==> config.mk <==
export PLATFORM = sky130hd
export DESIGN_NAME = tick_sequencer
export DESIGN_NICKNAME = d
export VERILOG_FILES = /design/src/rtl/tick_sequencer.sv
export SDC_FILE = /design/constraint.sdc
export NUM_CORES = 1
export LEC_CHECK = 0
export ABC_AREA = 1
export CAP_MARGIN = 20
export CORE_MARGIN = 2
export CORE_UTILIZATION = 53
export CTS_BUF_LIST = sky130_fd_sc_hd__clkbuf_8
export DETAILED_ROUTE_END_ITERATION = 10
export PLACE_DENSITY = 0.88
export SLEW_MARGIN = 20
export SYNTH_ARGS = -nofsm -noshare
export SYNTH_HDL_FRONTEND = slang
export SYNTH_SLANG_ARGS = --single-unit
==> constraint.sdc <==
create_clock -name CLK -period 2.2 [get_ports CLK]
set_input_delay 0.22 -clock CLK [delete_from_list [all_inputs] [get_ports CLK]]
set_output_delay 0.22 -clock CLK [all_outputs]
set_load 0.02 [all_outputs]
==> src/rtl/tick_sequencer.sv <==
// tick_sequencer: startable/stoppable prescaled tick schedule.
// A prescaler raises CE every DIV+1 cycles while running and advances an
// event count toward LIMIT, either wrapping (MODE=0) or stopping in DONE
// once the count reaches LIMIT (MODE=1).
// Optional build macro: TICK_SEQ_PAUSE_EN adds a PAUSE input. While PAUSE is
// high in RUN, the prescaler and count freeze.
//
// state  | meaning
// -------+-----------------------------------------------------------
// IDLE   | stopped; count held, no CE
// RUN    | prescaler advancing, CE on each prescaler wrap (BUSY=1)
// DONE   | one-shot reached LIMIT; count held at LIMIT (DONE=1)
module tick_sequencer #(
  parameter int PRESCALE_W = 22,
  parameter int COUNT_W    = 8
) (
  input  logic                  CLK,
  input  logic                  RESET,
  input  logic                  START,
  input  logic                  STOP,
  input  logic                  MODE,
  input  logic [PRESCALE_W-1:0] DIV,
  input  logic [COUNT_W-1:0]    LIMIT,
`ifdef TICK_SEQ_PAUSE_EN
  input  logic                  PAUSE,
`endif
  output logic                  CE,
  output logic                  CLR,
  output logic [COUNT_W-1:0]    COUNT,
  output logic                  BUSY,
  output logic                  DONE
);

  typedef enum logic [1:0] {S_IDLE, S_RUN, S_DONE} state_t;

  state_t                state_q, state_d;
  logic [PRESCALE_W-1:0] presc_q, presc_d;
  logic [PRESCALE_W-1:0] div_q, div_d;
  logic [COUNT_W-1:0]    limit_q, limit_d;
  logic                  mode_q, mode_d;
  logic [COUNT_W-1:0]    count_d, count_inc;
  logic                  ce_d, clr_d;
  logic                  hold;

`ifdef TICK_SEQ_PAUSE_EN
  assign hold = PAUSE;
`else
  assign hold = 1'b0;
`endif

  assign count_inc = COUNT + COUNT_W'(1);
  assign BUSY      = (state_q == S_RUN);
  assign DONE      = (state_q == S_DONE);

  // State, prescaler, latched configuration and registered pulse outputs
  always_ff @(posedge CLK or posedge RESET) begin
    if (RESET) begin
      state_q <= S_IDLE;
      presc_q <= '0;
      div_q   <= '0;
      limit_q <= '0;
      mode_q  <= 1'b0;
      COUNT   <= '0;
      CE      <= 1'b0;
      CLR     <= 1'b0;
    end else begin
      state_q <= state_d;
      presc_q <= presc_d;
      div_q   <= div_d;
      limit_q <= limit_d;
      mode_q  <= mode_d;
      COUNT   <= count_d;
      CE      <= ce_d;
      CLR     <= clr_d;
    end
  end

  // Next-state logic: STOP beats START, START beats a tick
  always_comb begin
    state_d = state_q;
    presc_d = presc_q;
    div_d   = div_q;
    limit_d = limit_q;
    mode_d  = mode_q;
    count_d = COUNT;
    ce_d    = 1'b0;
    clr_d   = 1'b0;
    if (STOP) begin
      state_d = S_IDLE;
    end else if (START) begin
      div_d   = DIV;
      limit_d = LIMIT;
      mode_d  = MODE;
      presc_d = '0;
      count_d = '0;
      clr_d   = 1'b1;
      state_d = S_RUN;
    end else if (state_q == S_RUN && !hold) begin
      if (mode_q && limit_q == '0) begin
        // one-shot to zero: finished before any tick is due
        state_d = S_DONE;
      end else if (presc_q == div_q) begin
        presc_d = '0;
        ce_d    = 1'b1;
        if (!mode_q) begin
          count_d = (COUNT == limit_q) ? '0 : count_inc;
        end else begin
          count_d = count_inc;
          if (count_inc == limit_q) state_d = S_DONE;
        end
      end else begin
        presc_d = presc_q + PRESCALE_W'(1);
      end
    end
  end

endmodule

[Yosys cells after proc, flatten, opt, wreduce, memory -nomap -nowiden]
Cells that the tools add are included.
Storage, ports and cells
  input port bits: 35
  memory bits (writable): 0
  memories kept: 0
  output and inout bits: 12
  latch bits: 0
  register bits: 65
  ROM bits: 0
  logic and storage cells: 53
Operators by class
  equal/unequal tests: 6
  reduce and logical (&&, ||, !) cells: 12
  shift-type cells: 0
  divide/modulo/power cells: 0
  add/subtract/negate cells: 2
  $mul: 0
  magnitude comparators: 0
  bitwise logic cells: 1
  mux-type cells: 24
Operators by type and width (number)
  2-to-1 mux 22 bit: 4
  2-to-1 mux 8 bit: 6
  adder 22 x 1 -> 22 bit, second input constant: 1
  == test 22 bit: 1
  == test 8 bit: 2
  2-to-1 mux 2 bit: 7
  nonzero test 4 bit: 3
  adder 8 x 1 -> 8 bit, second input constant: 1
  logical NOT 8 bit: 1
  AND reduction 4 bit: 2
  2-to-1 mux 1 bit: 7
  nonzero test 2 bit: 2
  AND reduction 3 bit: 1
  nonzero test 3 bit: 1
  == test 2 x 1 -> 1 bit, second input constant: 1
  == test 2 bit, second input constant: 1
  != test 2 bit, second input constant: 1
  AND reduction 2 bit: 1
  logical AND 1 bit: 1
  inverter 1 bit: 1

[Depth between registers and ports, before layout]
Gate-level depths: netlist of run 1.
  word-level depth: 9
  gate-level depth with buffers: 13

[Least setup slack after synthesis of run 1]
Ideal clock, no wire load.
  kind: register -> register
  from: register COUNT[0]
  to: register state_q[0]
  stages on the path, launching flop included: 13
  setup time: 0.130 ns
  path buffers: 0
  data required time: 2.070 ns
  path slack: 0.462 ns
  period minus slack after synthesis: 1.738 ns
  data arrival time: 1.608 ns
  cell sequence: dfrtp_1 -> ha_1 -> nand2_1 -> nor2_1 -> nand3_1 -> nand3_1 -> nand2_1 -> nor2_1 -> nand3_1 -> nand3_1 -> nand3_1 -> nand2_1 -> nand2_1
On the way
  word-level cells in the longest chain between the ends: 4
RTL lines
  start, declared: line 29  | output logic [COUNT_W-1:0] COUNT,
  start signal, assigned: line 72  | COUNT <= count_d;
  adder 8 x 1 -> 8 bit: line 51  | assign count_inc = COUNT + COUNT_W'(1);
  == test 8 bit: line 109  | if (count_inc == limit_q) state_d = S_DONE;
  nonzero test 4 bit (no source line)
  AND reduction 4 bit (no source line)
  end signal, assigned: line 67  | state_q <= state_d;
  end, declared: line 36  | state_t state_q, state_d;
No other way between the ends.
A chain may end at the register's enable or synchronous reset.

[Worst setup path after layout of run 1]
  from: register limit_q[0]
  to: register presc_q[7]
On the way
  word-level cells in the longest chain between the ends: 4
RTL lines
  start, declared: line 39  | logic [COUNT_W-1:0] limit_q, limit_d;
  start signal, assigned: line 70  | limit_q <= limit_d;
  logical NOT 8 bit: line 99  | if (mode_q && limit_q == '0) begin
  logical AND 1 bit: line 99
  != test 2 bit (no source line)
  AND reduction 3 bit (no source line)
  end signal, assigned: line 68  | presc_q <= presc_d;
  end, declared: line 37  | logic [PRESCALE_W-1:0] presc_q, presc_d;
No other way between the ends.

==> results of run 1 <==
## flip-flops by register name, indices dropped and copies added, names as in the netlist
signal / count
CE: 1
CLR: 1
COUNT: 8
div_q: 22
limit_q: 8
mode_q: 1
presc_q: 22
state_q: 2
## where the power goes
part	internal [mW]	switching [mW]	total, mW
registers	1.31	0.117	1.42
logic	0.267	0.366	0.632
clock network	0.614	0.465	1.08
## how the worst max path moves through the flow
| stage | start | end | slack [ps] | cells after the start |
|---|---|---|---|---|
| floorplan | RESET | CE | 350 | 1 |
| global placement | limit_q[7] | presc_q[6] | 280 | 8 |
| detailed placement | limit_q[0] | presc_q[7] | 140 | 8 |
| CTS | limit_q[0] | presc_q[7] | 130 | 8 |
| global route | COUNT[2] | state_q[0] | 50 | 11 |
| finish | limit_q[0] | presc_q[7] | 150 | 8 |
## cell families after synthesis
| group | share of synthesized area (%) |
|---|---|
| and+or+nand+nor | 32.8 |
| buffers and inverters | 8.74 |
| xor gates and xnor gates | 7.94 |
| AOI/OAI and AO/OA | 6.44 |
| DFF | 43.4 |
| adders and majority gates | 0.667 |
## worst reg2reg max path, delay by kind of cell, from the launching register on
family                 cells  cell delay, ps
flip-flops                 1             420
buffers and inverters      1             250
AND/OR/NAND/NOR            6            1100
XOR/XNOR                   1             160
## routing by layer
layer | global-route usage, % | vias to the layer above | part of all wire (%)
li1 | - | 1736 | -
met3 | 5.28 | 19 | 5.3
met5 | 0 | - | 0
met4 | 10.5 | 0 | 2.5
met1 | 34.2 | 1632 | 48
met2 | 40.1 | 99 | 44
## area by class of cell
class / count / area share, %
clock buffer: 12 / 3.63
tap: 96 / 2.64
inverter: 66 / 5.52
timing repair buffer: 54 / 11.7
multi-input combinational: 374 / 39.7
clock inverter: 4 / 1.10
sequential: 65 / 35.7
## what timing repair did
item | CTS | global route
endpoints found under the setup margin | 0 | 2
hold endpoints to repair | 0 | 0
resized for setup | 0 | 2
## cells in the mapped netlist (2+ instances only)
cell type | instances | area (um^2)
sky130_fd_sc_hd__o21ai_0 | 33 | 165
sky130_fd_sc_hd__inv_2 | 5 | 18.8
sky130_fd_sc_hd__clkbuf_2 | 3 | 15.0
sky130_fd_sc_hd__nor2_1 | 48 | 180
sky130_fd_sc_hd__xnor2_1 | 2 | 17.5
sky130_fd_sc_hd__inv_1 | 61 | 229
sky130_fd_sc_hd__nor3_1 | 11 | 55.1
sky130_fd_sc_hd__a21oi_1 | 5 | 25.0
sky130_fd_sc_hd__nand2_1 | 176 | 661
sky130_fd_sc_hd__nand2_2 | 2 | 12.5
sky130_fd_sc_hd__clkbuf_1 | 6 | 22.5
sky130_fd_sc_hd__o21ai_1 | 6 | 30.0
sky130_fd_sc_hd__nor4_1 | 2 | 12.5
sky130_fd_sc_hd__buf_2 | 4 | 20.0
sky130_fd_sc_hd__ha_1 | 2 | 25.0
sky130_fd_sc_hd__dfrtp_1 | 65 | 1630
sky130_fd_sc_hd__nand4_1 | 16 | 100
sky130_fd_sc_hd__xor2_1 | 32 | 280
sky130_fd_sc_hd__nand3_1 | 29 | 145
## stage by stage
step | setup WS, ps | instance area, um^2
floorplan | 354 | 3750
global placement | 285 | 4330
detailed placement | 143 | 4330
CTS | 128 | 4540
global route | 53.4 | 4550
finish | 154 | 4550
==> run summary, run 1 <==
FLOORPLANNING
---------------------------------------------------------------------------
Site Rows                                                                30
Horizontal extent of the die                                        88.1 um
Floorplan die area                                                7760 um^2
Core area                                                         6830 um^2
Initial core utilization                                              54.9%
Io pins                                                                  47
Height of the die                                                   88.1 um

YOSYS
---------------------------------------------------------------------------
Post-synthesis average cell area                                  7.19 um^2
EDFF count, synth                                                         0
Synth cell types                                                         32
Sequential fraction of the synthesis area                             43.4%
Async SR Flop Fraction                                                 100%
Synthesized instance count                                              521
Synth Warn #                                                              0
Commonest register cell after synthesis                        sky130_fd_sc_hd__dfrtp_1
Post-synthesis sequential element count                                  65
Post-Syn Area                                                     3750 um^2
Number of nets produced by synthesis                                    558

CLOCKING
---------------------------------------------------------------------------
Clock root buffer                                              sky130_fd_sc_hd__clkbuf_8
Worst-case clock buffer depth                                             2
Total number of H-tree levels                                             3
Clk sink count                                                           65
Clock latency on the worst-skew pair                                 350 ps
Clock buffers created by TritonCTS                                        9
Count of buffers added by post-CTS timing repair for setup                0
Clock Pin Slew Worst Setup and Hold Paths                             70 ps
Hold buffer count at cts                                                  0
TritonCTS clock tree                                                  built

DRT
---------------------------------------------------------------------------
Vias                                                                   3486
Average routed wire per standard cell                               13.4 um
Vias per Instance                                                      5.20
Detailed router's first-iteration violation count                       243
Number of iterations in the first detailed-routing pass                   5
Routed WL                                                           9.02 mm
DR DRC count                                                              0
Post-detailed-route count of antenna-violating nets                       0

WORST HOLD PATH
---------------------------------------------------------------------------
Kind of path behind the tightest hold check                    input port to asynchronous set/reset pin

CRITICAL PATH
---------------------------------------------------------------------------
R2r worst-path depth                                                      8
R2r startpoint                                                   limit_q[0]
Crit path max-delay family                                     simple AND/OR/NAND/NOR gates
Category of the most critical setup path                       flip-flop to flip-flop
Critical path capture point type                                  flip-flop
Endpoint required time on the critical path                         2430 ps
Cell occurring most often along the worst timing path          sky130_fd_sc_hd__nand2_1
Crit path arrival time                                              2280 ps
R2R Setup Slk                                                        150 ps
CP Cell Sequence                                               nor4_2 > nand3_1 > nand2_1 > nand2_2 > buf_4 > nand2_1 > xor2_1 > nor2_1
Setup crit start kind                                             flip-flop
Critical Path Slowest Stage Cell                               sky130_fd_sc_hd__dfrtp_1
Largest fanout on the critical path                                      14
Delay contributed by the slowest stage of the critical path          420 ps
Buf/Inv on CP                                                             1
Terminus of the critical flop-to-flop path                       presc_q[7]

GLOBAL ROUTE
---------------------------------------------------------------------------
First-pass GRT wire length                                          14.9 mm
Vias in the first global route                                         3312
Total grt overflow                                                        0
Antenna violations before repair                                          0
GRT Overall Usage                                                     25.4%
Pin count of the biggest net entering global routing                     47

PLACEMENT
---------------------------------------------------------------------------
RD Place Congestion                                                   0.968
IO Port Bufs                                                             46
Placed cell count                                                       655
Post-DP HPWL                                                        6.70 mm

PWR
---------------------------------------------------------------------------
Leakage power                                                       2.22 nW
Power Total                                                         3.13 mW
Total power per unit cell area                                  688 nW/um^2
Worst VDD drop                                                       479 uV

LAYOUT
---------------------------------------------------------------------------
Area Overhead vs Synth                                                21.5%
Share of the core filled with cells                                   66.7%
Filler Cells Inserted                                                   614
Post-route non-filler standard cell count                               671
Fraction of final layout cells sized beyond drive strength 1          6.96%
Ant diodes                                                                0
Most used cells in the layout excluding fill and tap cells     sky130_fd_sc_hd__nand2_1, sky130_fd_sc_hd__dfrtp_1, sky130_fd_sc_hd__inv_1, sky130_fd_sc_hd__nor2_1, sky130_fd_sc_hd__clkdlybuf4s50_1
Total area of multi-input combinational cells                     1810 um^2
Area used by sequential logic in the layout                       1630 um^2
Net count reported at finish                                            607
Most common cell after layout, fill and taps aside             sky130_fd_sc_hd__nand2_1

TIMING
---------------------------------------------------------------------------
Final Slew Violations                                                     0
Final hold slack                                                     226 ps
Transition time of the tightest slew-check pin                       524 ps
Post-route clock period utilization                                   93.0%
Count of final hold-check violations                                      0
Post-route clock skew                                               4.96 ps
RSZ-0062 raised after global routing                                     no
Slew headroom                                                         65.0%
Final setup violation count                                               0
Fmax                                                                489 MHz
Setup total negative slack                                             0 ps
Min cycle time layout                                               2050 ps

FLOW RUN
---------------------------------------------------------------------------
Number of max-capacitance violations reported                             0

OUTCOME
---------------------------------------------------------------------------
Run status                                                     finished, final reports clean

Note: power is estimated with default switching activity, not from simulation.
==> run 2, diff against run 1 <==
--- a/config.mk
+++ b/config.mk
@@ -11,7 +11,7 @@
 export CORE_UTILIZATION = 53
 export CTS_BUF_LIST = sky130_fd_sc_hd__clkbuf_8
 export DETAILED_ROUTE_END_ITERATION = 10
-export PLACE_DENSITY = 0.88
+export PLACE_DENSITY = 0.8
 export SLEW_MARGIN = 20
 export SYNTH_ARGS = -nofsm -noshare
 export SYNTH_HDL_FRONTEND = slang
==> run 2 against run 1 <==
Largest cell class unchanged. Highest routed layer unchanged. Die area unchanged. Global-route usage increased by 0.39 points. Routed wire length increased by 0.88%. Hold slack improved by 19 ps. Flip-flop and latch count unchanged.
==> run summary, run 2 (same netlist as run 1, synthesis figures left out) <==
FLOORPLANNING
---------------------------------------------------------------------------
Horizontal extent of the die                                        88.1 um   unchanged
Initial core utilization                                              54.9%   unchanged
Floorplan die area                                                7760 um^2   unchanged
Site Rows                                                                30   unchanged
Height of the die                                                   88.1 um   unchanged
Core area                                                         6830 um^2   unchanged
Io pins                                                                  47   unchanged

TIMING
---------------------------------------------------------------------------
Count of final hold-check violations                                      0   unchanged
Min cycle time layout                                               1960 ps   -87.5 ps
Final worst-path setup slack                                         241 ps   +87.5 ps
Slew headroom                                                         70.7%   +5.8 points
Fmax                                                                511 MHz   +4.5%
Final setup violation count                                               0   unchanged
Transition time of the tightest slew-check pin                       439 ps   -85.6 ps
Final Slew Violations                                                     0   unchanged
RSZ-0062 raised after global routing                                     no
Setup total negative slack                                             0 ps   unchanged
Post-route clock period utilization                                   89.0%   -4.0 points
Post-route clock skew                                               13.2 ps   +8.26 ps

PWR
---------------------------------------------------------------------------
Worst VDD drop                                                       592 uV   +24%
Leakage power                                                       2.21 nW   -0.42%
Power Total                                                         3.07 mW   -2.1%
Total power per unit cell area                                  678 nW/um^2   -1.6%

GLOBAL ROUTE
---------------------------------------------------------------------------
Met3 layer usage reported by global route                             5.94%   +0.66 points
First-pass GRT wire length                                          15.2 mm   +2.0%
Pin count of the biggest net entering global routing                     66   +40%
Met1 Use GR                                                           36.0%   +1.8 points
Vias in the first global route                                         3240   -2.2%
Busiest metal layer after global routing                               met2
Antenna violations before repair                                          0   unchanged
Met2 Usage GRT                                                        39.6%   -0.48 points
GRT Overall Usage                                                     25.8%   +0.39 points
Total grt overflow                                                        0   unchanged

CLOCKING
---------------------------------------------------------------------------
Hold buffer count at cts                                                  0   unchanged
Total number of H-tree levels                                             3   unchanged
Clock buffers created by TritonCTS                                        9   unchanged
TritonCTS clock tree                                                  built
Clk sink count                                                           65   unchanged
Clock root buffer                                              sky130_fd_sc_hd__clkbuf_8
Clock latency on the worst-skew pair                                 350 ps   about the same
Clock Pin Slew Worst Setup and Hold Paths                             70 ps   about the same
Worst-case clock buffer depth                                             2   unchanged

DRT
---------------------------------------------------------------------------
Vias                                                                   3426   -1.7%
Routed WL                                                           9.10 mm   +0.88%
Vias per Instance                                                      5.11   -1.7%
Number of iterations in the first detailed-routing pass                   5   unchanged
Detailed router's first-iteration violation count                       210   -14%
Post-detailed-route count of antenna-violating nets                       0   unchanged
DR DRC count                                                              0   unchanged
Average routed wire per standard cell                               13.6 um   +0.88%

PLACEMENT
---------------------------------------------------------------------------
Pre-CTS setup slack                                                  245 ps   +102 ps
Instance area after placement                                     4330 um^2   unchanged
Post-DP HPWL                                                        6.56 mm   -2.1%
IO Port Bufs                                                             46   unchanged
RD Place Congestion                                                   0.930   -4.0%

FLOW RUN
---------------------------------------------------------------------------
Number of max-capacitance violations reported                             0   unchanged

LAYOUT
---------------------------------------------------------------------------
Most common cell after layout, fill and taps aside             sky130_fd_sc_hd__nand2_1
Area of all placed cells without fillers                          4530 um^2   -0.52%
Most used cells in the layout excluding fill and tap cells     sky130_fd_sc_hd__nand2_1, sky130_fd_sc_hd__dfrtp_1, sky130_fd_sc_hd__inv_1, sky130_fd_sc_hd__nor2_1, sky130_fd_sc_hd__clkdlybuf4s50_1
Fraction of final layout cells sized beyond drive strength 1          6.78%   -0.17 points
Net count reported at finish                                            607   unchanged
Ant diodes                                                                0   unchanged
Area Overhead vs Synth                                                20.9%
Total area of multi-input combinational cells                     1810 um^2   unchanged
Biggest registers after layout                                 div_q x22, presc_q x22
Area used by sequential logic in the layout                       1630 um^2   unchanged
Filler Cells Inserted                                                   619   +0.81%

OUTCOME
---------------------------------------------------------------------------
Run status                                                     finished, final reports clean

CRITICAL PATH
---------------------------------------------------------------------------
Setup crit start kind                                             flip-flop
Category of the most critical setup path                       flip-flop to flip-flop
Largest fanout on the critical path                                       5   -9
Endpoint required time on the critical path                         2440 ps   about the same
Critical path capture point type                                  flip-flop
Crit path arrival time                                              2200 ps   -80 ps

WORST HOLD PATH
---------------------------------------------------------------------------
Kind of path behind the tightest hold check                    input port to asynchronous set/reset pin

[run 2: changes by cell type in the layout (fill, tap and decap cells not counted)]
cell	previous run	this run
sky130_fd_sc_hd__clkbuf_8	12	9
sky130_fd_sc_hd__clkinv_2	1	2
sky130_fd_sc_hd__clkinv_4	0	1
sky130_fd_sc_hd__inv_1	59	60
[run 2: stage by stage]
stage | util, % | hold WS [ps] | cells
floorplan | - | 293 | 521
finish | 66.3 | 245 | 671
global placement | 63.4 | 477 | 655
global route | 66.3 | 307 | 671
CTS | 66.2 | 259 | 671
detailed placement | 63.4 | 481 | 655
[run 2: path summary, 6_finish.rpt]
check | end | startpoint | cells after the start | slack [ps]
max | state_q[1] | COUNT[0] | 12 | 240
min | limit_q[6] | RESET | 3 | 240
max reg2reg | state_q[1] | COUNT[0] | 12 | 240
min reg2reg | div_q[6] | div_q[6] | 2 | 490
max in group asynchronous | limit_q[2] | RESET | 3 | 1660
min in group CLK | div_q[1] | DIV[1] | 3 | 400
[run 2: power by group]
group	internal [mW]	total (mW)	switching, mW
sequential	1.31	1.42	0.116
clock	0.520	1.01	0.495
combinational	0.269	0.632	0.364
total	2.10	3.07	0.974
[run 2: repair_timing]
item / CTS / global route
resized for setup: 0 / 1
setup endpoints to repair: 0 / 4
buffers inserted: 0 / 0
[run 2: layer usage]
layer,up-vias,share of wire [%]
li1,1729,-
met1,1587,48
met2,99,45
met3,11,5.8
met4,0,1.4
met5,-,0
[run 2: layout make-up]
type                       count  area share [%]
clock inverter                 7            1.57
sequential                    65            35.9
inverter                      66            5.47
multi-input combinational    374            39.9
tap                           96            2.65
clock buffer                   9            2.73
timing repair buffer          54            11.8
[run 2: critical path, stage by stage, from the launching register on]
cell and delay, ps:
sky130_fd_sc_hd__dfrtp_1 450, sky130_fd_sc_hd__ha_1 270, sky130_fd_sc_hd__nand2_1 100, sky130_fd_sc_hd__nor2_1 210
sky130_fd_sc_hd__nand2_1 120, sky130_fd_sc_hd__nand3_1 90, sky130_fd_sc_hd__nand2_1 50, sky130_fd_sc_hd__nor2_1 130
sky130_fd_sc_hd__nand3_1 100, sky130_fd_sc_hd__nand3_1 90, sky130_fd_sc_hd__nand3_1 100, sky130_fd_sc_hd__nand2_1 80
sky130_fd_sc_hd__nand2_1 50
